[src/rtl/seq_divider_if.sv]
// Start/done handshake and operand/result bundle for the sequential divider.
// The control unit uses the master side; seq_divider uses the slave side.
interface seq_divider_if #(
    parameter int WIDTH = 32
);
    logic             start;
    logic [WIDTH-1:0] dividend;
    logic [WIDTH-1:0] divisor;
    logic             busy;
    logic             done;
    logic [WIDTH-1:0] quotient;
    logic [WIDTH-1:0] remainder;
    logic             div_by_zero;

    modport master (
        output start, dividend, divisor,
        input  busy, done, quotient, remainder, div_by_zero
    );

    modport slave (
        input  start, dividend, divisor,
        output busy, done, quotient, remainder, div_by_zero
    );
endinterface

[src/rtl/seq_divider.sv]
// Non-restoring sequential divider, one quotient bit per clock.
// Define SIGNED_DIV_EN for two's-complement operands (truncating division).
module seq_divider #(
    parameter int WIDTH = 32,
    parameter int CNT_W = 6
) (
    input  logic          clk,
    input  logic          rst,
    seq_divider_if.slave  bus
);

    typedef enum logic [1:0] {IDLE, ITER, FIX} state_t;

    state_t           state_q, state_d;
    logic [CNT_W-1:0] cnt_q, cnt_d;
    logic [WIDTH:0]   p_q, p_d;
    logic [WIDTH-1:0] a_q, a_d;
    logic [WIDTH-1:0] d_q, d_d;
    logic             zero_q, zero_d;
    logic             busy_q, busy_d;
    logic             done_q, done_d;
    logic             dz_q, dz_d;
    logic [WIDTH-1:0] quot_q, quot_d;
    logic [WIDTH-1:0] rem_q, rem_d;

    logic [WIDTH-1:0] dividend_mag, divisor_mag;
    logic [WIDTH:0]   d_ext, p_shift, p_step, p_fix;
    logic [WIDTH-1:0] rem_fix, quot_final, rem_final;

`ifdef SIGNED_DIV_EN
    logic negq_q, negq_d;
    logic negr_q, negr_d;

    assign dividend_mag = bus.dividend[WIDTH-1] ? (~bus.dividend + WIDTH'(1)) : bus.dividend;
    assign divisor_mag  = bus.divisor[WIDTH-1]  ? (~bus.divisor + WIDTH'(1))  : bus.divisor;
    assign quot_final   = negq_q ? (~a_q + WIDTH'(1))     : a_q;
    assign rem_final    = negr_q ? (~rem_fix + WIDTH'(1)) : rem_fix;
`else
    assign dividend_mag = bus.dividend;
    assign divisor_mag  = bus.divisor;
    assign quot_final   = a_q;
    assign rem_final    = rem_fix;
`endif

    // Sums are taken modulo 2^(WIDTH+1); the in-range result makes the dropped P MSB harmless.
    assign d_ext   = {1'b0, d_q};
    assign p_shift = {p_q[WIDTH-1:0], a_q[WIDTH-1]};
    assign p_step  = p_q[WIDTH] ? (p_shift + d_ext) : (p_shift - d_ext);
    assign p_fix   = p_q[WIDTH] ? (p_q + d_ext) : p_q;
    assign rem_fix = p_fix[WIDTH-1:0];

    always_comb begin
        state_d = state_q;
        cnt_d   = cnt_q;
        p_d     = p_q;
        a_d     = a_q;
        d_d     = d_q;
        zero_d  = zero_q;
        busy_d  = busy_q;
        done_d  = 1'b0;
        dz_d    = dz_q;
        quot_d  = quot_q;
        rem_d   = rem_q;
`ifdef SIGNED_DIV_EN
        negq_d  = negq_q;
        negr_d  = negr_q;
`endif
        case (state_q)
            IDLE: begin
                if (bus.start) begin
                    d_d    = divisor_mag;
                    p_d    = '0;
                    busy_d = 1'b1;
`ifdef SIGNED_DIV_EN
                    negq_d = bus.dividend[WIDTH-1] ^ bus.divisor[WIDTH-1];
                    negr_d = bus.dividend[WIDTH-1];
`endif
                    // A zero divisor skips the iterations; A carries the raw dividend out as the remainder.
                    if (bus.divisor == '0) begin
                        zero_d  = 1'b1;
                        a_d     = bus.dividend;
                        cnt_d   = '0;
                        state_d = FIX;
                    end else begin
                        zero_d  = 1'b0;
                        a_d     = dividend_mag;
                        cnt_d   = CNT_W'(WIDTH);
                        state_d = ITER;
                    end
                end
            end
            ITER: begin
                p_d   = p_step;
                a_d   = {a_q[WIDTH-2:0], ~p_step[WIDTH]};
                cnt_d = cnt_q - CNT_W'(1);
                if (cnt_q == CNT_W'(1)) begin
                    state_d = FIX;
                end
            end
            FIX: begin
                p_d     = p_fix;
                busy_d  = 1'b0;
                done_d  = 1'b1;
                dz_d    = zero_q;
                state_d = IDLE;
                if (zero_q) begin
                    quot_d = '1;
                    rem_d  = a_q;
                end else begin
                    quot_d = quot_final;
                    rem_d  = rem_final;
                end
            end
            default: begin
                state_d = IDLE;
            end
        endcase
    end

    always_ff @(posedge clk) begin
        if (rst) begin
            state_q <= IDLE;
            cnt_q   <= '0;
            p_q     <= '0;
            a_q     <= '0;
            d_q     <= '0;
            zero_q  <= 1'b0;
            busy_q  <= 1'b0;
            done_q  <= 1'b0;
            dz_q    <= 1'b0;
            quot_q  <= '0;
            rem_q   <= '0;
        end else begin
            state_q <= state_d;
            cnt_q   <= cnt_d;
            p_q     <= p_d;
            a_q     <= a_d;
            d_q     <= d_d;
            zero_q  <= zero_d;
            busy_q  <= busy_d;
            done_q  <= done_d;
            dz_q    <= dz_d;
            quot_q  <= quot_d;
            rem_q   <= rem_d;
        end
    end

`ifdef SIGNED_DIV_EN
    always_ff @(posedge clk) begin
        if (rst) begin
            negq_q <= 1'b0;
            negr_q <= 1'b0;
        end else begin
            negq_q <= negq_d;
            negr_q <= negr_d;
        end
    end
`endif

    assign bus.busy        = busy_q;
    assign bus.done        = done_q;
    assign bus.quotient    = quot_q;
    assign bus.remainder   = rem_q;
    assign bus.div_by_zero = dz_q;

endmodule

[src/flat_wrapper.sv]
// flat-port wrapper written by rule: the top's interface ports become plain ports
module seq_divider_flat 
#(
    parameter int WIDTH = 32,
    parameter int CNT_W = 6
)
  (clk, rst, bus_start, bus_dividend, bus_divisor, bus_busy, bus_done, bus_quotient, bus_remainder, bus_div_by_zero);
  seq_divider_if #(.WIDTH(WIDTH)) bus_i ();
  input  logic clk;
  input  logic rst;
  input wire logic [$bits(bus_i.start)-1:0] bus_start;
  input wire logic [$bits(bus_i.dividend)-1:0] bus_dividend;
  input wire logic [$bits(bus_i.divisor)-1:0] bus_divisor;
  output wire logic [$bits(bus_i.busy)-1:0] bus_busy;
  output wire logic [$bits(bus_i.done)-1:0] bus_done;
  output wire logic [$bits(bus_i.quotient)-1:0] bus_quotient;
  output wire logic [$bits(bus_i.remainder)-1:0] bus_remainder;
  output wire logic [$bits(bus_i.div_by_zero)-1:0] bus_div_by_zero;
  assign bus_i.start = bus_start;
  assign bus_i.dividend = bus_dividend;
  assign bus_i.divisor = bus_divisor;
  assign bus_busy = bus_i.busy;
  assign bus_done = bus_i.done;
  assign bus_quotient = bus_i.quotient;
  assign bus_remainder = bus_i.remainder;
  assign bus_div_by_zero = bus_i.div_by_zero;
  seq_divider #(.WIDTH(WIDTH), .CNT_W(CNT_W)) u_core (.clk(clk), .rst(rst), .bus(bus_i));
endmodule
[config.mk]
export PLATFORM = sky130hd
export DESIGN_NAME = seq_divider_flat
export DESIGN_NICKNAME = d
export VERILOG_FILES = /design/src/rtl/seq_divider_if.sv /design/src/rtl/seq_divider.sv /design/src/flat_wrapper.sv
export SDC_FILE = /design/constraint.sdc
export NUM_CORES = 1
export LEC_CHECK = 0
export CAP_MARGIN = 10
export CORE_ASPECT_RATIO = 0.7
export CORE_MARGIN = 1
export CORE_UTILIZATION = 30
export DETAILED_ROUTE_END_ITERATION = 10
export SYNTH_ARGS = -nofsm -noshare
export SYNTH_HDL_FRONTEND = slang
export SYNTH_SLANG_ARGS = --single-unit
[constraint.sdc]
create_clock -name clk -period 3.7 [get_ports clk]
set_input_delay 0.74 -clock clk [delete_from_list [all_inputs] [get_ports clk]]
set_output_delay 0.74 -clock clk [all_outputs]
set_load 0.01 [all_outputs]
==> impl_metrics.toml <==
[timing]
rsz0062_at_grt = "true"
maxSlewViolCount = 0
worstMarginPinSlew_ns = 0.9565
hold_viol = 0
relSlewSlack_pct = 35.99
setup_violations = 9
setup_ws_ns = -0.2354
clock_skew_ns = 0.01055
min_period_ns = 3.935
finalCritPeriodShare_pct = 106.4
timing.fmax_mhz = 254.1

[power_and_ir_drop]
power.leakage_nw = 6.148
power.clock.fraction_pct = 27.4
p_sw_share_pct = 35.94
seqPwrFrac_pct = 33.2
pwr-share-comb_pct = 39.4
finalPower_mw = 6.699
p_switching_mw = 2.407
internal-power_mw = 4.291
powerDensity_nw_per_um2 = 447.1
ir_worst_vdd_v = 0.0002839

[cts]
clock_sinks = 173
h-tree-depth = 4
cts.hold.buffers_added = 0
path_clk_slew_ns = 0.07
clock_path_buffers = 2
clk_latency_ns = 0.45
cts_root_buf = "clkbuf_16"
cts_buffers = 17
cts_tree = "yes"

[global_routing]
grt_max_degree = 75
grt_pass1_vias = 10729
grt.overflow.total = 0
grt_pass1_wl_um = 60950
antenna_found_initial = 0
track_usage_pct = 20.76

[worst_setup_path]
crit_arrival_ns = 4.26
path_common_cell = "buf_6"
path_max_fanout = 3
worstPathCellList = "inv_2, ha_4, or3b_4, buf_6, nor3_4, nor2_2, xor2_1, ha_2, or4_4, o21ai_4, nor3_2, o41a_1, o31ai_4, buf_6, o32ai_4, o41ai_2, mux2i_1, o211ai_1"
startpoint_type = "flip-flop"
end_kind = "flip-flop"
critPathBufInv = 3
max_stage_delay_ns = 0.52
slowest_stage = "or4_4"
crit_type = "reg -> reg"
crit_family = "compound AO/OA/AOI/OAI gates"
cp_data_required_time_ns = 4.02

[routing]
drtPass1Iterations = 6
drt_wl_total_um = 39350
via_per_inst = 5.265
drt-initial-drc-count = 855
via_count = 11119
drc_errors = 0
wl_per_cell_um = 18.63
antenna_left = 0

[placement]
dp_cells = 2057
dp_hpwl_um = 29740
numPortBuffers = 133
postPlaceCellArea_um2 = 13860
gp_congestion = 0.9028

[synthesis]
ys_seq_area_share_pct = 30.92
synthCells = 1391
ys_ff_latch = 173
syn_area_um2 = 11200
synthArstFlopShare_pct = 0
synth_area_per_cell_um2 = 8.051
ys.flop_type = "dfxtp_1"
ys_warn_count = 0
ys_types = 73
synth_edf_count = 0
ys_top_cells_by_area = "dfxtp_1 (31%), ha_1 (7.9%), nor2_1 (5.8%)"
synth_top_area_share_pct = 30.92
syn_nets = 1531
yosysTopAreaCell = "dfxtp_1"

[cells_and_area]
final_cells = 2112
finalInstanceArea_um2 = 14980
nets = 1760
area_delta_synth_final_pct = 33.80
mostFrequentLayoutCells = "nor2_1 (170), dfxtp_1 (170), buf_4 (149), clkdlybuf4s50_1 (132), nand2_1 (129)"
drive_gt1_share_pct = 17.59
antennaDiodeCount = 0
multi_input_area_um2 = 7715
seqCellArea_um2 = 3467
nFillCells = 3685

[run_status]
violations = "setup timing"
status = "complete, but fails checks"

[run]
max-cap-violations = 0

[die]
start_util_pct = 30.80
io_pins = 134
rows = 58
die-height_um = 163.7
coreArea_um2 = 36360
die_w_um = 232.9
dieArea_um2 = 38120

[hold_path]
hold_class = "reg -> reg"
-- logic make-up (layout without fill, tap and decap cells) --
logic type	Yosys count	after routing	share of synthesized area, %
AND/OR/NAND/NOR	457	457	18.88
AO/OA/AOI/OAI	424	424	25.07
flip-flops	173	173	30.92
adder cells (fa/ha/maj)	73	73	8.290
XOR/XNOR	83	83	6.491
multiplexers	72	72	6.659
buffers and inverters	109	350	3.687
-- power by group through the flow --
stage	clock network [mW]	registers, mW	logic, mW
floorplan	0	2.25	1.41
global placement	0	2.26	2.34
detailed placement	0	2.26	2.36
CTS	1.86	2.23	2.50
global route	1.95	2.25	2.89
finish	1.83	2.23	2.64
-- final cells by class --
class / count / share of cell area (%)
Inverter: 33 / 0.8267
Multi-Input combinational cell: 1109 / 51.49
Clock buffer: 19 / 3.023
Sequential cell: 173 / 23.14
Tap cell: 480 / 4.008
Timing Repair Buffer: 286 / 16.66
Clock inverter: 12 / 0.8601
-- through the flow --
stage	utilization [%]	setup WS [ns]	TNS, ns	hold slack, ns
after floorplan	-	0.005844	0	0.4540
after global placement	38.11	-0.2678	-1.848	0.4608
after detailed placement	38.11	-0.4330	-2.665	0.4599
after CTS	40.58	-0.2012	-0.9403	0.4705
after global routing	41.21	-0.3502	-2.741	0.5141
final	41.21	-0.2354	-1.154	0.4715
-- registers in the layout, summed over array words and instances (netlist names) --
register                cells
u_core.bus.remainder       32
u_core.bus.quotient        32
u_core.state_q              2
u_core.p_q                 33
u_core.bus.done             1
u_core.bus.busy             1
u_core.d_q                 32
u_core.bus.div_by_zero      1
u_core.zero_q               1
u_core.cnt_q                6
u_core.a_q                 32
-- cells in the mapped netlist, types with 16 or more instances --
master	n
nor2_1	174
dfxtp_1	173
nand2_1	132
a21oi_1	121
ha_1	71
o21ai_0	63
clkbuf_1	62
a211oi_1	52
mux2i_1	52
o22ai_1	45
xor2_1	42
xnor2_1	41
a21o_1	34
inv_1	32
nor3_1	21
mux2_2	20
a22oi_1	19
nand2b_1	18
nand3_1	16
-- routing by layer --
layer | GRT usage, % | share of wire, %
met2 | 31.76 | 44
met3 | 3.928 | 4.8
met1 | 29.90 | 50
met4 | 4.486 | 1.2
met5 | 0 | 0
-- worst paths after layout --
path,slack (ns),depth (start not counted),to,startpoint
worst max-delay path,-0.24,18,u_core.p_q[31]$_SDFFE_PP0P_,u_core.d_q[0]$_SDFFE_PP0P_
worst min-delay path,0.47,2,u_core.bus.remainder[0]$_SDFFE_PP0P_,u_core.bus.remainder[0]$_SDFFE_PP0P_
worst max register to register,-0.24,18,u_core.p_q[31]$_SDFFE_PP0P_,u_core.d_q[0]$_SDFFE_PP0P_
worst min register to register,0.47,2,u_core.bus.remainder[0]$_SDFFE_PP0P_,u_core.bus.remainder[0]$_SDFFE_PP0P_
-- timing repair --
item | in CTS | in global routing
setup endpoints to repair | 12 | 16
pin swaps | 33 | 38
setup buffers | 15 | 13
resized for setup | 51 | 43
-- worst register-to-register path, stage by stage (launching register included) --
cell and delay, ns:
dfxtp_2 0.34, inv_2 0.06, ha_4 0.13, or3b_4 0.42, buf_6 0.14, nor3_4 0.11
nor2_2 0.06, xor2_1 0.15, ha_2 0.18, or4_4 0.52, o21ai_4 0.08, nor3_2 0.07
o41a_1 0.51, o31ai_4 0.24, buf_6 0.14, o32ai_4 0.08, o41ai_2 0.24, mux2i_1 0.23
o211ai_1 0.10
Power figures use the tool's default switching activity.
==> edit: new RTL, same settings <==
`WIDTH` is set to 32 in 3 places; all go to 64.
--- a/src/rtl/seq_divider_if.sv
+++ b/src/rtl/seq_divider_if.sv
@@ -3,3 +3,3 @@
 interface seq_divider_if #(
-    parameter int WIDTH = 32
+    parameter int WIDTH = 64
 );
--- a/src/rtl/seq_divider.sv
+++ b/src/rtl/seq_divider.sv
@@ -3,3 +3,3 @@
 module seq_divider #(
-    parameter int WIDTH = 32,
+    parameter int WIDTH = 64,
     parameter int CNT_W = 6
--- a/src/flat_wrapper.sv
+++ b/src/flat_wrapper.sv
@@ -3,3 +3,3 @@
 #(
-    parameter int WIDTH = 32,
+    parameter int WIDTH = 64,
     parameter int CNT_W = 6
Interface: changed (resized bus_dividend, bus_divisor, bus_quotient and bus_remainder); port bits go from 134 to 262. No check against the original RTL was run, so the function may have changed too.
==> edit against the original RTL <==
- the run still ends with setup timing left
- area after synthesis up 100%
- design area rose by 120%
- power grew 130%
- maximum frequency shrank 15%
- routed wire length grew to 2.5 times the old value
- global-route usage is 3.9 points higher
- die area increased by 100%
- worst setup slack worse by 0.72 ns
- first-iteration DRC count grew to 2.8 times the old value
- sequential cell count up 160
- critical path type unchanged
- largest power group unchanged
==> edit: results <==
set metrics [dict create \
    finalSetupTns_ns -24.08 \
    vias 25100 \
    grt_pass1_vias 23200 \
    io_buffers 261 \
    buffer_area_share_pct 21.0 \
    p_seq_mw 4.35 \
    setup_violations 44 \
    synthTopCellsByArea "dfxtp_1, ha_1, a21oi_1" \
    regArea_sq_um 6680 \
    antenna_found_initial 1 \
    multi_input_gates 2356 \
    irDropWorstVdd_mv 0.249 \
    wl_met3_microns 6530 \
    taps 989 \
    synth.distinct_cells 94 \
    syn_nets 3222 \
    crit_path_max_fanout 4 \
    multi_input_area_sq_um 16400 \
    use_met1_pct 34.5 \
    drtPass1Iterations 9 \
    maxUsedRoutingLayer "met5" \
    cts_max_level 2 \
    violations "setup timing" \
    clock_buffers 47 \
    gr-usage-all-layers_pct 24.7 \
    synth_compound_area_share_pct 28.6 \
    crit_arrival_ns 5.10 \
    use_met2_pct 39.9 \
    synth_fa_ha_area_share_pct 7.58 \
    fin_ws_ns -0.952 \
    clk_latency_ns 0.57 \
    routedWlPerCell_microns 21.6 \
    place_inst 4483 \
    nets 3858 \
    synth_common_cells "nand2_1, dfxtp_1, a21oi_1, nor2_1, clkbuf_1" \
    grt_pass1_wl_microns 147000 \
    numCtsBuffers 35 \
    postCtsSetupRepairBufs 34 \
    status "finished with violations" \
    drive_gt1_share_pct 23.2 \
    slowest_delay_ns 0.55 \
    grt_use_met3_pct 3.38 \
]
==> edit: changes by cell type after synthesis, sizes merged, moves of 40 or more <==
cell	change
dfxtp	+160
xnor2	+44
nand2	+210
xor2	+48
mux2i	+43
nor2	+132
inv	+40
ha	+64
o21ai	+96
clkbuf	+93
a21oi	+194
==> edit: path summary, 6_finish.rpt <==
kind / startpoint / end / slack [ns] / cells after the start
setup / recovery: u_core.d_q[7]$_SDFFE_PP0P_ / u_core.a_q[0]$_SDFFE_PP0P_ / -0.95 / 21
hold / removal: u_core.bus.remainder[26]$_SDFFE_PP0P_ / u_core.bus.remainder[26]$_SDFFE_PP0P_ / 0.46 / 2
setup reg to reg: u_core.d_q[7]$_SDFFE_PP0P_ / u_core.a_q[0]$_SDFFE_PP0P_ / -0.95 / 21
hold reg to reg: u_core.bus.remainder[26]$_SDFFE_PP0P_ / u_core.bus.remainder[26]$_SDFFE_PP0P_ / 0.46 / 2
